<file path="config.mk">
export PLATFORM = sky130hd
export DESIGN_NAME = spi_mmio_master
export DESIGN_NICKNAME = d
export VERILOG_FILES = /design/src/rtl/spi_mmio_master.sv
export SDC_FILE = /design/constraint.sdc
export NUM_CORES = 1
export LEC_CHECK = 0
export ABC_AREA = 1
export BUFFER_PORTS_ARGS = -buffer_cell sky130_fd_sc_hd__buf_2
export CORE_ASPECT_RATIO = 1.1
export CORE_MARGIN = 2
export CORE_UTILIZATION = 50
export DETAILED_ROUTE_END_ITERATION = 12
export PLACE_DENSITY = 0.87
export SETUP_SLACK_MARGIN = 0.3
export SYNTH_ARGS = -nofsm -noshare
export SYNTH_HDL_FRONTEND = slang
export SYNTH_SLANG_ARGS = --single-unit
</file>
<file path="constraint.sdc">
create_clock -name clk -period 1.4 [get_ports clk]
set_input_delay 0.07 -clock clk [delete_from_list [all_inputs] [get_ports clk]]
set_output_delay 0.07 -clock clk [all_outputs]
set_load 0.02 [all_outputs]
</file>
<file path="src/rtl/spi_mmio_master.sv">
// spi_mmio_master: memory-mapped SPI master (mode 0, MSB first).
// CPU writes DATA, issues SEND through CTRL, polls BUSY, then reads the captured miso byte from DATA.
module spi_mmio_master #(
  parameter int unsigned CLK_DIV = 2,
  parameter int unsigned NBITS   = 8
) (
  input  logic        clk,
  input  logic        rst,
  input  logic        sel,
  input  logic        we,
  input  logic [2:0]  addr,
  input  logic [31:0] wd,
  output logic [31:0] rd,
  output logic        mosi,
  input  logic        miso,
  output logic        ss,
  output logic        sck
);

  localparam int unsigned CW = (CLK_DIV > 1) ? $clog2(CLK_DIV) : 1;
  localparam int unsigned BW = (NBITS > 1) ? $clog2(NBITS) : 1;
  localparam logic [CW-1:0] C_LAST = CW'(CLK_DIV - 1);
  localparam logic [BW-1:0] B_LAST = BW'(NBITS - 1);

  typedef enum logic [2:0] {
    S_IDLE,
    S_SETUP,
    S_LEAD,
    S_TRAIL,
    S_HOLD
  } state_t;

  state_t             r_state;
  state_t             w_next;
  logic [CW-1:0]      r_cnt;
  logic [BW-1:0]      r_bit;
  logic [NBITS-1:0]   r_tx_hold;
  logic [NBITS-1:0]   r_shift;
  logic [NBITS-1:0]   r_rx_sh;
  logic [NBITS-1:0]   r_rx_data;
  logic               r_mosi;
  logic               r_busy;
  logic               r_rdy;

  logic w_wr_data;
  logic w_wr_ctrl;
  logic w_rd_data;
  logic w_send;
  logic w_last;
  logic w_done;
  logic w_unused_wd;

  assign w_wr_data   = sel && we && (addr == 3'd0);
  assign w_wr_ctrl   = sel && we && (addr == 3'd4);
  assign w_rd_data   = sel && !we && (addr == 3'd0);
  assign w_send      = w_wr_ctrl && wd[2] && !r_busy;
  assign w_last      = (r_cnt == C_LAST);
  assign w_done      = (r_state == S_HOLD) && w_last;
  assign w_unused_wd = ^wd;

  // State register
  always_ff @(posedge clk or negedge rst) begin
    if (!rst) r_state <= S_IDLE;
    else      r_state <= w_next;
  end

  // Next-state logic; BUSY is raised one clk before SETUP, which supplies the extra clk of SEND-to-idle latency
  always_comb begin
    w_next = r_state;
    case (r_state)
      S_IDLE:  if (r_busy) w_next = S_SETUP;
      S_SETUP: if (w_last) w_next = S_LEAD;
      S_LEAD:  if (w_last) w_next = S_TRAIL;
      S_TRAIL: if (w_last) w_next = (r_bit == B_LAST) ? S_HOLD : S_LEAD;
      S_HOLD:  if (w_last) w_next = S_IDLE;
      default: w_next = S_IDLE;
    endcase
  end

  // SPI pin outputs decoded from state
  always_comb begin
    ss   = 1'b1;
    sck  = 1'b0;
    mosi = r_mosi;
    case (r_state)
      S_SETUP, S_TRAIL, S_HOLD: ss = 1'b0;
      S_LEAD: begin
        ss  = 1'b0;
        sck = 1'b1;
      end
      default: ;
    endcase
  end

  // Per-state clk divider and bit counter
  always_ff @(posedge clk or negedge rst) begin
    if (!rst) begin
      r_cnt <= '0;
      r_bit <= '0;
    end else begin
      if (r_state == S_IDLE || w_last) r_cnt <= '0;
      else                             r_cnt <= r_cnt + 1'b1;
      if (r_state == S_IDLE)                  r_bit <= '0;
      else if (r_state == S_TRAIL && w_last) r_bit <= r_bit + 1'b1;
    end
  end

  // Bus registers, shift registers and status flags
  always_ff @(posedge clk or negedge rst) begin
    if (!rst) begin
      r_tx_hold <= '0;
      r_shift   <= '0;
      r_rx_sh   <= '0;
      r_rx_data <= '0;
      r_mosi    <= 1'b0;
      r_busy    <= 1'b0;
      r_rdy     <= 1'b0;
    end else begin
      if (w_wr_data) r_tx_hold <= wd[NBITS-1:0];
      if (w_send) begin
        r_shift <= r_tx_hold;
        r_busy  <= 1'b1;
      end
      if (r_state == S_IDLE && r_busy) r_mosi <= r_shift[NBITS-1];
      if (r_state == S_LEAD && w_last) begin
        r_rx_sh <= {r_rx_sh[NBITS-2:0], miso};
        if (r_bit != B_LAST) begin
          r_shift <= r_shift << 1;
          r_mosi  <= r_shift[NBITS-2];
        end
      end
      if (w_done) begin
        r_rx_data <= r_rx_sh;
        r_busy    <= 1'b0;
        r_rdy     <= 1'b1;
      end else if (w_rd_data) begin
        r_rdy <= 1'b0;
      end
    end
  end

  // Combinational read mux
  always_comb begin
    rd = '0;
    case (addr)
      3'd0:    rd = 32'(r_rx_data);
      3'd4:    rd = {29'b0, 1'b0, r_busy, r_rdy};
      default: rd = '0;
    endcase
  end

endmodule

</file>
==> results of run 1 <==
-- logic make-up (layout without fill, tap and decap cells) --
family                   after synthesis  count (layout)  share of synthesized area, %
AND/OR/NAND/NOR                      119             120                          25.7
buffers and inverters                 70             105                          17.0
flip-flops                            42              42                          48.0
AO/OA/AOI/OAI                         29              29                          7.03
adder cells (fa/ha/maj)                2               2                          1.14
multiplexers                           2               2                          1.03
other                                  1              24                         0.171
-- state kept, by name, summed over array words and instances, names as in the netlist, 3 cells and up --
name and count:
r_shift 8, r_bit 3, r_tx_hold 8, r_rx_sh 8
r_state 3, r_rx_data 8
-- final timing paths --
check / endpoint / cells after the start
max in group asynchronous: r_state[1] / 3
worst max-delay path: r_shift[5] / 7
worst max register to register: r_shift[5] / 7
worst min register to register: r_shift[2] / 2
min in group asynchronous: r_rx_data[6] / 3
worst min-delay path: r_tx_hold[3] / 3
-- cells in the mapped netlist (3+ instances only) --
cell type | n | area (um2)
nor2_1 | 20 | 75.1
a21oi_1 | 10 | 50.1
nand3_2 | 3 | 30.0
buf_4 | 25 | 188
o21ai_0 | 7 | 35.0
o21ai_1 | 9 | 45.0
nand2_1 | 63 | 236
inv_2 | 4 | 15.0
nor2_4 | 3 | 33.8
inv_1 | 38 | 143
nand3_1 | 25 | 125
dfrtp_1 | 42 | 1050
-- metal layers --
metal / part of all wire (%) / vias to the layer above
met4: 3.3 / 0
met5: 0 / -
met3: 3.3 / 13
met1: 39 / 883
met2: 54 / 52
li1: - / 895
-- worst max-delay path, delay by kind of cell, from the launching register on --
kind                   cells  cell delay, ns
buffers and inverters      2            0.21
flip-flops                 1            0.46
AND/OR/NAND/NOR            5            0.52
-- power by group --
part / internal (mW) / total [mW] / switching [mW]
Clock: 0.396 / 0.823 / 0.426
Sequential: 1.55 / 1.81 / 0.261
Combinational: 0.869 / 1.96 / 1.09
Total: 2.81 / 4.59 / 1.78
-- layout make-up --
| type | count | area [um2] |
|---|---|---|
| repair buffers | 55 | 414 |
| flip-flops and latches | 42 | 1050 |
| fillers | 327 | 1440 |
| multi-input cells | 177 | 1010 |
| well taps | 54 | 67.6 |
| inverters | 42 | 168 |
| clock buffers | 6 | 82.6 |
| clock inverters | 2 | 12.5 |
-- timing repair --
| item | in CTS | in global routing |
|---|---|---|
| buffers inserted | 16 | 6 |
| endpoints found under the setup margin | 32 | 36 |
| hold endpoints to repair | 43 | 0 |
| gates cloned | 2 | 0 |
| hold buffers | 2 | 0 |
| resized for setup | 48 | 11 |
| pin swaps | 17 | 7 |
==> out/results.ini, run 1 <==
[final_layout]
final_area_mm2 = 0.00281
final_cell_mix = nand2_1 (51), dfrtp_1 (39), inv_1 (33)
antenna_cells = 0
synthToLayoutAreaGrowth_pct = 28.4
post-route-util_pct = 66.1
nNetsFinal = 365
drive_above_1_share_pct = 35.5
instances_no_fill = 378
final_common_cell = nand2_1

[floorplan]
rows = 25
dieArea_mm2 = 0.00493
ioPinCount = 75
start_util_pct = 51.5
die_width_um = 67.1
die_h_um = 73.4
coreArea_mm2 = 0.00425

[sta]
hold_viol_final = 0
rsz0062_at_grt = true
slew_viol_final = 0
setup_viol = 0
holdWs_ns = 0.0156
fmax_mhz = 761
relSlewSlack_pct = 65.5
tns_ns = 0
period_needed_ns = 1.31
worst_slack_ns = 0.0861
timing.final.crit_share_pct = 93.8
fin_skew_ns = 0.0155
worst_pin_slew_ns = 0.517

[global_routing]
gr-usage-met1_pct = 25.7
overflow = 0
grt_max_degree = 43
antenna_found_initial = 0
use_met3_pct = 3.52
grt.busiest_layer = met2
use_met2_pct = 37.4
grt_pass1_wl_um = 7940
grt_pass1_vias = 1777
grt_use_total_pct = 21.6

[route]
via_per_inst = 4.88
postRouteAntennaNets = 0
drt_wl_total_um = 4900
drt_iter0_drc = 75
drcViolationCount = 0
dr_total_vias = 1843
firstDrtPassIters = 4
wl_per_cell_um = 13.0

[clock_tree]
ctsLongestPathBuffers = 2
root_buffer = clkbuf_8
cts_buffers = 5
h-tree-depth = 2
clk_pin_slew_worst_paths_ns = 0.09
insertion_delay_ns = 0.31
cts_tree = built
cts_sinks = 42

[critical_path]
critPathLaunchType = register
cp_cell_sequence = nor2_4 -> buf_6 -> nand2_8 -> nor2_8 -> inv_6 -> nand3_2 -> nand2_2
worstSetupPathType = reg -> reg
cp-end-kind = register
crit_path_start = r_state[0]
reg2reg_slack_ns = 0.09
r2r-start = r_state[0]
cpPeakStageDelay_ns = 0.46
cp_slowest_cell = dfrtp_2
worst_ep_arrival_time_ns = 1.51
cp.required_ns = 1.59
cp_max_fo = 8

[place]
routabilityCongestion = 0.837
dp_cells = 344
detailed_place_hpwl_um = 2900
portBuffers = 26
placed_area_mm2 = 0.00231
place_ws_ns = 0.0929

[synthesis]
synthArstFlopShare_pct = 100
synth_seq_cells = 42
synth_cell_types = 24
ys_seq_area_share_pct = 48.0
synthCells = 265
syn_avg_cell_area_um2 = 8.26
dominantRegCellSynth = dfrtp_1
syn_area_mm2 = 0.00219
yosysWarningCount = 0
synth_edf_count = 0

[power]
p_leak_nw = 1.51
p_per_area_mw_per_mm2 = 1630
finalPower_mw = 4.59
ir_drop_mv = 0.991

[outcome]
status = finished, final reports clean

[min_path]
hold_path_startpoint = wd[3]
hold_path_class = in -> reg

[flow_run]
maxCapViolCount = 0

Power figures use the tool's default switching activity.
==> run 2: changes to the inputs <==
--- a/config.mk
+++ b/config.mk
@@ -6,12 +6,12 @@
 export NUM_CORES = 1
 export LEC_CHECK = 0
 export ABC_AREA = 1
-export BUFFER_PORTS_ARGS = -buffer_cell sky130_fd_sc_hd__buf_2
 export CORE_ASPECT_RATIO = 1.1
 export CORE_MARGIN = 2
-export CORE_UTILIZATION = 50
+export CORE_UTILIZATION = 62
 export DETAILED_ROUTE_END_ITERATION = 12
-export PLACE_DENSITY = 0.87
+export DONT_BUFFER_PORTS = 1
+export PLACE_DENSITY = 0.85
 export SETUP_SLACK_MARGIN = 0.3
 export SYNTH_ARGS = -nofsm -noshare
 export SYNTH_HDL_FRONTEND = slang
==> run 2 against run 1 <==
Register-to-register slack worse by 0.06 ns. Global-route usage increased by 4.2 points. Worst setup slack got worse by 0.056 ns. Clock skew decreased by 0.013 ns. Clock-buffer cell count is the same. Sequential power barely moved. Worst hold slack gained 0.019 ns. Sequential share of layout area is 2.3 points higher. Critical endpoint is now r_rx_sh[0]. Largest cell class unchanged.
==> out/results.ini, run 2 (synthesized netlist as in run 1, its figures left out) <==
[global_routing]
gr-usage-met1_pct = 32.1  ; +6.4 points
grt_max_degree = 43  ; unchanged
use_met3_pct = 5.09  ; +1.6 points
grt_use_total_pct = 25.8  ; +4.2 points
overflow = 0  ; unchanged
antenna_found_initial = 0  ; unchanged
grt_pass1_wl_um = 7560  ; -4.7%
use_met2_pct = 45.7  ; +8.3 points
grt_pass1_vias = 1685  ; -5.2%
grt.busiest_layer = met2

[place]
portBuffers = 0  ; -100%
detailed_place_hpwl_um = 2560  ; -12%
placed_area_mm2 = 0.00216  ; -6.3%
routabilityCongestion = 0.895  ; +6.9%

[critical_path]
rr_endpoint = r_rx_sh[0]
reg2reg_slack_ns = 0.03  ; -0.06 ns
cp_max_fo = 8  ; unchanged
r2r-start = r_state[2]
cp.required_ns = 1.64  ; +0.05 ns
worstSetupPathType = reg -> reg
rr_worst_depth = 7  ; unchanged
worst_ep_arrival_time_ns = 1.61  ; +0.10 ns
cp-end-kind = register
critPathLaunchType = register

[floorplan]
ioPinCount = 75  ; unchanged
die_h_um = 66.3  ; -9.6%
coreArea_mm2 = 0.00336  ; -21%
dieArea_mm2 = 0.00402  ; -18%
die_width_um = 60.7  ; -9.6%
rows = 22  ; -12%
start_util_pct = 65.2  ; +14 points

[sta]
period_needed_ns = 1.37  ; +0.0564 ns
hold_viol_final = 0  ; unchanged
fin_skew_ns = 0.00261  ; -0.0129 ns
holdWs_ns = 0.0342  ; +0.0186 ns
tns_ns = 0  ; unchanged
fmax_mhz = 730  ; -4.1%
slew_viol_final = 0  ; unchanged
setup_viol = 0  ; unchanged
rsz0062_at_grt = true
timing.final.crit_share_pct = 97.9  ; +4.0 points

[route]
firstDrtPassIters = 4  ; unchanged
wl_per_cell_um = 13.3  ; +2.8%
via_per_inst = 5.02  ; +3.0%
drt_wl_total_um = 4630  ; -5.4%
drt_iter0_drc = 76  ; +1.3%
drcViolationCount = 0  ; unchanged
postRouteAntennaNets = 0  ; unchanged
dr_total_vias = 1747  ; -5.2%

[power]
clockPowerShare_pct = 14.5  ; -3.4 points
p_seq_share_pct = 44.4  ; +5.0 points
p_int_mw = 2.46  ; -13%
switchingPower_mw = 1.56  ; -12%
comb_power_share_pct = 41.1  ; -1.6 points
swShare_pct = 38.8  ; +0.061 points
ir_drop_mv = 0.909  ; -8.3%
p_leak_nw = 1.36  ; -9.7%
p_per_area_mw_per_mm2 = 1520  ; -7.1%

[clock_tree]
h-tree-depth = 2  ; unchanged
clk_pin_slew_worst_paths_ns = 0.11  ; +0.02 ns
cts_sinks = 42  ; unchanged
root_buffer = clkbuf_4
insertion_delay_ns = 0.34  ; +0.03 ns
cts_buffers = 5  ; unchanged
cts_tree = built
ctsLongestPathBuffers = 2  ; unchanged

[final_layout]
nNetsFinal = 343  ; -6.0%
synthToLayoutAreaGrowth_pct = 20.9
drive_above_1_share_pct = 25.0  ; -10 points
final_common_cell = nand2_1
final_cell_mix = nand2_1 (58), dfrtp_1 (40), inv_1 (32)
fillCellCount = 219  ; -33%
final_area_mm2 = 0.00265  ; -5.8%
post-route-util_pct = 78.8  ; +13 points
antenna_cells = 0  ; unchanged

[outcome]
status = finished, final reports clean

[min_path]
hold_depth = 3  ; unchanged
hold_path_end = r_tx_hold[3]
hold_path_startpoint = addr[2]
hold_path_class = in -> reg

[flow_run]
maxCapViolCount = 0  ; unchanged

## run 2: cell types whose count changed in the layout (fill, tap and decap cells not counted), moves of 3 or more
cell           before  now
buf_2              23    0
dlygate4sd3_1       2   13
nand2_1            51   58
nand2_2            11    4
nor2_1             17   10
nor2_2              2    9
buf_6              11    5
clkbuf_4            0    5
clkbuf_8            6    1
nand3_2            12    7
buf_4              18   14
nand3_1            16   19
## run 2: final cells by class
cell class	instances	area, um2	share of cell area, %
repair buffers	34	332	12.5
flip-flops and latches	42	1050	39.8
well taps	48	60.1	2.27
clock buffers	6	51.3	1.94
inverters	42	165	6.24
multi-input cells	176	986	37.2
## run 2: what timing repair did
action                                  4_1_cts  5_1_grt
endpoints found under the setup margin       37       38
gates resized for setup                      23       21
setup buffers                                 9        8
hold buffers                                 14        0
gates cloned                                  0        0
pin swaps                                     8       12
hold endpoints to repair                     52        0
## run 2: through the flow
stage | setup slack (ns) | power, mW | std cells
3_5_place_dp | 0.107 | 2.85 | 311
2_1_floorplan | 0.257 | 2.70 | 288
3_3_place_gp | 0.132 | 2.79 | 311
6_report | 0.0298 | 4.02 | 348
4_1_cts | 0.0986 | 3.69 | 340
5_1_grt | -0.0156 | 4.29 | 348
## run 2: power by group through the flow
stage	Combinational (mW)	Clock [mW]	Sequential [mW]
3_5_place_dp	1.05	0	1.79
2_1_floorplan	0.959	0	1.74
4_1_cts	1.33	0.587	1.77
5_1_grt	1.83	0.636	1.83
6_report	1.65	0.582	1.79
3_3_place_gp	1.02	0	1.78
## run 2: worst max path at each step
stage                    start          to  slack, ns  depth (start not counted)
floorplan             r_bit[0]  r_shift[1]       0.26                          6
global placement    r_state[0]  r_shift[1]       0.13                          6
detailed placement  r_state[2]  r_shift[4]       0.11                          6
CTS                 r_state[2]  r_shift[7]        0.1                          7
global route        r_state[2]  r_rx_sh[0]      -0.02                          7
finish              r_state[2]  r_rx_sh[0]       0.03                          7
## run 2: worst max-delay path, cell delays in order (launching register included)
cell and delay (ns):
dfrtp_2 0.49, nor2_4 0.15, buf_6 0.14, nand2_8 0.06, buf_4 0.14, buf_6 0.13
nor2_2 0.10, a21oi_1 0.05
## run 2: per-layer routing
| metal | routed length (um) | vias to the layer above |
|---|---|---|
| li1 | - | 850 |
| met1 | 1810 | 827 |
| met2 | 2480 | 60 |
| met3 | 268 | 10 |
| met4 | 80 | 0 |
| met5 | 0 | - |
